==> src/rtl/freq_div_pkg.sv <==
// Shared constants and divisor helpers for the programmable clock divider.
package freq_div_pkg;

  localparam int unsigned MIN_DIV        = 2;
  localparam int unsigned PERIOD_COUNT_W = 16;

  // Divisors below MIN_DIV run as divide-by-MIN_DIV.
  function automatic int unsigned eff_div(input int unsigned d);
    return (d < MIN_DIV) ? MIN_DIV : d;
  endfunction

  // First count value of the high phase; low phase gets the odd extra cycle.
  function automatic int unsigned high_start(input int unsigned n);
    return n - (n >> 1);
  endfunction

endpackage

==> src/rtl/freq_div_counter.sv <==
// Period counter for freq_divider_prog: holds cnt and derives wrap, last-cycle and
// output-level decodes for the value cnt takes on the next edge.
module freq_div_counter
  import freq_div_pkg::*;
#(
  parameter int unsigned WIDTH = 8
) (
  input  logic             clock,
  input  logic             reset,
  input  logic             enable,
  input  logic [WIDTH-1:0] div,
  output logic             wrap,
  output logic             cnt_is_last,
  output logic             out_level
);

  logic [WIDTH-1:0] cnt_q, cnt_d;
  logic [WIDTH-1:0] n_eff, last, hi_start;
  logic             at_last;

  always_comb begin
    n_eff    = WIDTH'(eff_div(32'(div)));
    hi_start = WIDTH'(high_start(eff_div(32'(div))));
    last     = n_eff - WIDTH'(1);
    at_last  = (cnt_q == last);
    wrap     = enable && at_last;
    cnt_d    = cnt_q;
    if (enable) begin
      cnt_d = at_last ? '0 : cnt_q + WIDTH'(1);
    end
    // After a wrap cnt_d is 0, which decodes identically under old or new divisor.
    cnt_is_last = (cnt_d == last);
    out_level   = (cnt_d >= hi_start);
  end

  always_ff @(posedge clock or posedge reset) begin
    if (reset) begin
      cnt_q <= '0;
    end else begin
      cnt_q <= cnt_d;
    end
  end

endmodule

==> src/rtl/freq_divider_prog.sv <==
// Runtime-programmable divide-by-N clock divider with glitch-free divisor reload.
// Define FREQ_DIV_PERIOD_COUNT_EN to add the 16-bit period_count output.
module freq_divider_prog
  import freq_div_pkg::*;
#(
  parameter int unsigned WIDTH       = 8,
  parameter int unsigned DEFAULT_DIV = 2
) (
  input  logic                      clock,
  input  logic                      reset,
  input  logic                      enable,
  input  logic [WIDTH-1:0]          div_in,
  input  logic                      div_load,
  output logic                      div_pending,
  output logic                      out_clock,
  output logic                      tick
`ifdef FREQ_DIV_PERIOD_COUNT_EN
  ,
  output logic [PERIOD_COUNT_W-1:0] period_count
`endif
);

  logic [WIDTH-1:0] active_q, active_d;
  logic [WIDTH-1:0] pending_q, pending_d;
  logic             div_pending_d;
  logic             wrap, cnt_is_last, out_level;

  freq_div_counter #(
    .WIDTH(WIDTH)
  ) u_counter (
    .clock      (clock),
    .reset      (reset),
    .enable     (enable),
    .div        (active_q),
    .wrap       (wrap),
    .cnt_is_last(cnt_is_last),
    .out_level  (out_level)
  );

  // A load on the wrap edge lands in pending after the old pending is applied.
  always_comb begin
    active_d      = active_q;
    pending_d     = pending_q;
    div_pending_d = div_pending;
    if (wrap && div_pending) begin
      active_d      = pending_q;
      div_pending_d = 1'b0;
    end
    if (div_load) begin
      pending_d     = div_in;
      div_pending_d = 1'b1;
    end
  end

  always_ff @(posedge clock or posedge reset) begin
    if (reset) begin
      active_q    <= WIDTH'(DEFAULT_DIV);
      pending_q   <= '0;
      div_pending <= 1'b0;
      out_clock   <= 1'b0;
      tick        <= 1'b0;
    end else begin
      active_q    <= active_d;
      pending_q   <= pending_d;
      div_pending <= div_pending_d;
      out_clock   <= out_level;
      tick        <= enable && cnt_is_last;
    end
  end

`ifdef FREQ_DIV_PERIOD_COUNT_EN
  always_ff @(posedge clock or posedge reset) begin
    if (reset) begin
      period_count <= '0;
    end else if (wrap) begin
      period_count <= period_count + PERIOD_COUNT_W'(1);
    end
  end
`endif

endmodule

==> config.mk <==
export PLATFORM = sky130hd
export DESIGN_NAME = freq_divider_prog
export DESIGN_NICKNAME = d
export VERILOG_FILES = /design/src/rtl/freq_div_pkg.sv /design/src/rtl/freq_div_counter.sv /design/src/rtl/freq_divider_prog.sv
export SDC_FILE = /design/constraint.sdc
export NUM_CORES = 1
export LEC_CHECK = 0
export BUFFER_PORTS_ARGS = -buffer_cell sky130_fd_sc_hd__buf_2
export CORE_MARGIN = 5
export CORE_UTILIZATION = 65
export DETAILED_ROUTE_END_ITERATION = 7
export HOLD_SLACK_MARGIN = 0.15
export PLACE_DENSITY_LB_ADDON = 0.05
export SYNTH_ARGS = -nofsm -noshare
export SYNTH_HDL_FRONTEND = slang
export SYNTH_SLANG_ARGS = --single-unit
==> constraint.sdc <==
create_clock -name clock -period 9.1 [get_ports clock]
set_input_delay 0.455 -clock clock [delete_from_list [all_inputs] [get_ports clock]]
set_output_delay 0.455 -clock clock [all_outputs]
set_load 0.05 [all_outputs]
Word-level counts from Yosys, hierarchy flattened
Index checks and enable logic that the tools add are counted.
{"block": "op_classes", "addsub": 3, "magnitude_cmp": 2, "n_eq_ne": 2, "mux": 5, "reduce_logical": 4}
{"cell": "8-bit two-way mux", "count": 3}
{"cell": "8-bit equality test", "count": 2}
{"cell": "8-bit by 1-bit adder with 8-bit output, second input constant", "count": 1}
{"cell": "8-bit greater-or-equal comparator", "count": 1}
{"cell": "8-bit by 2-bit < comparator with 1-bit output, second input constant", "count": 1}
{"cell": "8-bit by 1-bit subtractor with 8-bit output, second input constant", "count": 1}
{"cell": "8-bit subtractor", "count": 1}
{"cell": "1-bit logical AND", "count": 3}
{"cell": "1-bit two-way mux", "count": 2}
{"cell": "2-bit nonzero test", "count": 1}
{"block": "totals", "ff_bits": 27, "in_bits": 12}

Longest topological paths before layout
{"block": "depth", "depth_word": 8, "depth_mapped": 28, "ltp_nobuf": 26}

Hierarchy
From an unflattened synthesis, not the netlist that was laid out.
{"block": "hier_totals", "cells_unflattened": 247, "hier_area_um2": 2326.0}
{"module": "freq_div_counter", "n_inst": 1, "cells_per_inst": 206, "area_each_um2": 1636.6, "seq_area_each_um2": 200.2}
{"module": "freq_divider_prog", "n_inst": 1, "cells_per_inst": 41, "area_each_um2": 689.4, "seq_area_each_um2": 476.7}

Least setup slack after synthesis
OpenSTA, ideal clock, no wires.
{"block": "synth_path", "path_kind": "flip-flop to flip-flop", "startpoint": "register active_q[6]", "endpoint": "register out_clock", "setup_ps": 122, "arrival_ps": 4935, "required_time_ps": 8978, "slack_ps": 4043, "path_stages_with_launch": 29, "n_path_buf": 2, "period_less_slack_ps": 5057, "path_cell_list": "dfrtp_1 inv_1 ha_1 or3b_4 or4_1 clkbuf_1 nand2b_1 inv_1 ha_1 nand2_1 a21boi_0 xor2_1 a211o_1 a2111oi_2 and2_1 buf_6 nand2b_1 nor2_1 a21oi_1 ha_1 nand2b_1 a21o_1 a21o_1 a21o_1 a21o_1 a21oi_1 nor2b_1 o21ai_0 nand2b_1"}
{"block": "synth_between", "elab_chain_len": 7, "elab_cells_between_ends": 8, "classes_between": "add/sub (2); order compare (2); eq/ne (1); mux (3)"}
{"element": "start, declared", "line": "freq_divider_prog.sv:23", "rtl": "logic [WIDTH-1:0] active_q, active_d;"}
{"element": "start signal, assigned", "line": "freq_divider_prog.sv:57", "rtl": "active_q <= WIDTH'(DEFAULT_DIV);"}
{"element": "start signal, assigned", "line": "freq_divider_prog.sv:63", "rtl": "active_q <= active_d;"}
{"element": "8-bit by 2-bit < comparator with 1-bit output", "line": "freq_div_pkg.sv:9", "rtl": "return (d < MIN_DIV) ? MIN_DIV : d;"}
{"element": "8-bit two-way mux *", "line": "freq_div_pkg.sv:9"}
{"element": "8-bit by 1-bit subtractor with 8-bit output", "line": "freq_div_counter.sv:24", "rtl": "last = n_eff - WIDTH'(1);"}
{"element": "8-bit equality test", "line": "freq_div_counter.sv:25", "rtl": "at_last = (cnt_q == last);"}
{"element": "8-bit two-way mux", "line": "freq_div_counter.sv:29", "rtl": "cnt_d = at_last ? '0 : cnt_q + WIDTH'(1);"}
{"element": "8-bit two-way mux", "line": "freq_div_counter.sv:28", "rtl": "if (enable) begin"}
{"element": "8-bit greater-or-equal comparator *", "line": "freq_div_counter.sv:33", "rtl": "out_level = (cnt_d >= hi_start);"}
{"element": "via out_level", "line": "freq_divider_prog.sv:26", "rtl": "logic wrap, cnt_is_last, out_level;"}
{"element": "end signal, assigned", "line": "freq_divider_prog.sv:66", "rtl": "out_clock <= out_level;"}
{"element": "end, declared", "line": "freq_divider_prog.sv:15", "rtl": "output logic out_clock,"}
Mark *: on every way through the listed nets, which the timed path passes. The rest lies on a longest branch.
A chain may end at the register's enable or synchronous reset.

Final worst setup path
Ends and elaborated chain as after synthesis.

==> flow_summary.json <==
{
  "synthAdderAreaFrac": 0.151,
  "ios": 15,
  "die_area_mm2": 0.00466,
  "drc": 0,
  "hold_path.class": "input port to asynchronous set/reset pin",
  "whs_ps": 345,
  "pre_cts_slack_ps": 3510,
  "grt_max_degree": 28,
  "fin_skew_ps": 5.42,
  "clk_latency_ps": 330,
  "cts_buffer_depth": 2,
  "worst_slew_pin_slew_ps": 1010,
  "ys_types": 46,
  "grt_usage": 0.222,
  "synthMuxAreaShare": 0.0959,
  "crit_arrival_ps": 5890,
  "period_needed_ps": 5660,
  "cts_resized": 0,
  "finalCritPeriodShare": 0.622,
  "antenna_found_initial": 0,
  "overflow": 0,
  "setup_tns_ps": 0,
  "port_buffers": 14,
  "setup_violations": 0,
  "fmaxAchievable_ghz": 0.177,
  "synthArstFlopShare": 1.00,
  "die_w_um": 68.3,
  "detail_route.iter0.violations": 143,
  "startpoint_type": "register",
  "cts.reportedPaths.clkPinSlew_ps": 150,
  "synthSimpleGateAreaFrac": 0.132,
  "required_ps": 9330,
  "layout_setup_ws_ps": 3440,
  "ant_nets": 0,
  "synth_cells": 232,
  "vias": 1661,
  "cp-end-kind": "register",
  "slew_headroom": 0.328,
  "cts_made_buffers": 3,
  "wire_per_inst_um": 15.7,
  "synth_area_leader_cell": "dfrtp_1",
  "syn-cell-area_mm2": 0.00221,
  "vias_per_cell": 5.85,
  "synth_top_family_by_area": "compound AO/OA/AOI/OAI gates",
  "wl_mm": 4.46,
  "fp.dieH_um": 68.3,
  "root_buffer": "clkbuf_4",
  "num_antenna_cells": 0,
  "core_mm2": 0.00331,
  "area_delta_synth_final_pct": 4.20,
  "drv_slew": 0,
  "synth_compound_area_frac": 0.153,
  "status": "complete, no violations",
  "cts_tree": "built",
  "dp_hpwl_mm": 3.58,
  "start_util": 0.666,
  "clock-sinks": 27,
  "dpl_cell_area_mm2": 0.00227,
  "synth_ff_type": "dfrtp_1",
  "grt_pass1_wl_mm": 7.62,
  "syn_avg_cell_area_um2": 9.51,
  "hold_viol": 0,
  "fill_cells": 279,
  "first_pass_iters": 4,
  "h-tree-depth": 1,
  "synth-seq-area-share": 0.307,
  "maxCapViolations": 0,
  "grt_setup_unrepaired": "false",
  "place.gp.congestion": 1.00,
  "final_nets": 277,
  "design_area_mm2": 0.00230,
  "path_max_fanout": 7,
  "yosys-top-cells-area": "dfrtp_1, ha_1, mux2_2, xnor2_1, xor2_1",
  "ys_warn_count": 0,
  "grt_pass1_vias": 1626,
  "synth_enable_flop_cells": 0,
  "crit_type": "register to register",
  "num_rows": 21,
  "cts_setup_buffers": 0,
  "synth_xor_xnor_area_share": 0.103,
  "yosysTopAreaCellShare": 0.295,
  "postCtsHoldBufs": 0,
  "layout-drive-gt1-share": 0.172,
  "synth-seq-cells": 27,
  "syn_nets": 270
}
[state kept, by name, indices dropped and copies added (netlist names)]
signal           count
active_q             8
pending_q            8
u_counter.cnt_q      8
div_pending          1
out_clock            1
tick                 1
[cell usage after synthesis (3+ instances only)]
cell	n
dfrtp_1	26
ha_1	25
nor2_1	19
inv_1	18
mux2_2	17
xnor2_1	17
a21oi_1	13
nand2_1	13
xor2_1	9
clkbuf_1	8
a21o_1	6
nand2b_1	6
nand3_1	5
o21ai_0	5
nor3_1	3
o21bai_1	3
[layout make-up]
class | count | area [um2] | area share
tap | 46 | 57.6 | 0.0250
multi-input combinational | 175 | 1400 | 0.609
sequential | 27 | 677 | 0.295
clock buffer | 3 | 22.5 | 0.00980
inverter | 18 | 67.6 | 0.0294
clock inverter | 1 | 5.00 | 0.00218
timing repair buffer | 14 | 70.1 | 0.0305
[through the flow]
stage | util | std cells
2_1_floorplan | - | 232
3_3_place_gp | 0.686 | 280
3_5_place_dp | 0.686 | 280
4_1_cts | 0.694 | 284
5_1_grt | 0.694 | 284
6_report | 0.694 | 284
[kinds of logic (layout without fill, tap and decap cells)]
group,Yosys count,in the layout
AO/OA/AOI/OAI,45,45
XOR/XNOR,26,26
adder cells (fa/ha/maj),26,26
buffers and inverters,30,36
flip-flops,27,27
multiplexers,19,19
AND/OR/NAND/NOR,59,59
[path summary, 6_finish.rpt]
path	start	cells past startpoint	endpoint	slack, ps
setup reg to reg	active_q[6]	26	out_clock	3440
hold / removal	reset	2	pending_q[1]	350
max in group asynchronous	reset	2	u_counter.cnt_q[7]	8150
setup / recovery	active_q[6]	26	out_clock	3440
hold reg to reg	pending_q[1]	1	pending_q[1]	520
min in group clock	div_in[2]	2	pending_q[2]	350
[layer usage]
layer	wire (um)	share of wire	global-route usage
met1	1830	0.41	0.265
met3	196	0.044	0.0361
met4	121	0.027	0.0794
met5	0	0	0
met2	2320	0.52	0.398
[worst max-delay path, stage by stage (launching register included)]
cell	delay [ps]
dfrtp_1	440
inv_1	160
ha_1	190
or3b_4	390
or4_1	550
nand2b_1	200
inv_1	120
ha_1	220
nand2_1	140
a21boi_0	170
xor2_1	200
a211o_1	300
a2111oi_2	280
and2_1	350
nand2b_1	180
nor2_1	70
a21oi_1	140
ha_1	240
nand2b_1	140
a21o_1	170
a21o_1	170
a21o_1	170
a21o_1	170
a21oi_1	140
nor2b_1	60
o21ai_0	140
nand2b_1	80
[cell usage in the layout, fill, tap and decap left out, types with 2 or more instances in the layout]
cell type / synthesis / layout
a21boi_0: 2 / 2
a21o_1: 6 / 6
a21oi_1: 13 / 13
a221o_1: 2 / 2
a31oi_1: 2 / 2
and3_1: 2 / 2
buf_2: 1 / 14
clkbuf_4: 0 / 3
dfrtp_1: 26 / 26
ha_1: 25 / 25
inv_1: 18 / 18
mux2_2: 17 / 17
mux2i_1: 2 / 2
nand2_1: 13 / 13
nand2b_1: 6 / 6
nand3_1: 5 / 5
nand3b_1: 2 / 2
nand4_1: 2 / 2
nor2_1: 19 / 19
nor3_1: 3 / 3
o21ai_0: 5 / 5
o21bai_1: 3 / 3
o221ai_1: 2 / 2
o2bb2ai_1: 2 / 2
xnor2_1: 17 / 17
xor2_1: 9 / 9
Power is left out: the tool's default activity adds up to more than one toggle a clock period on the data nets, which glitch-free logic cannot reach.
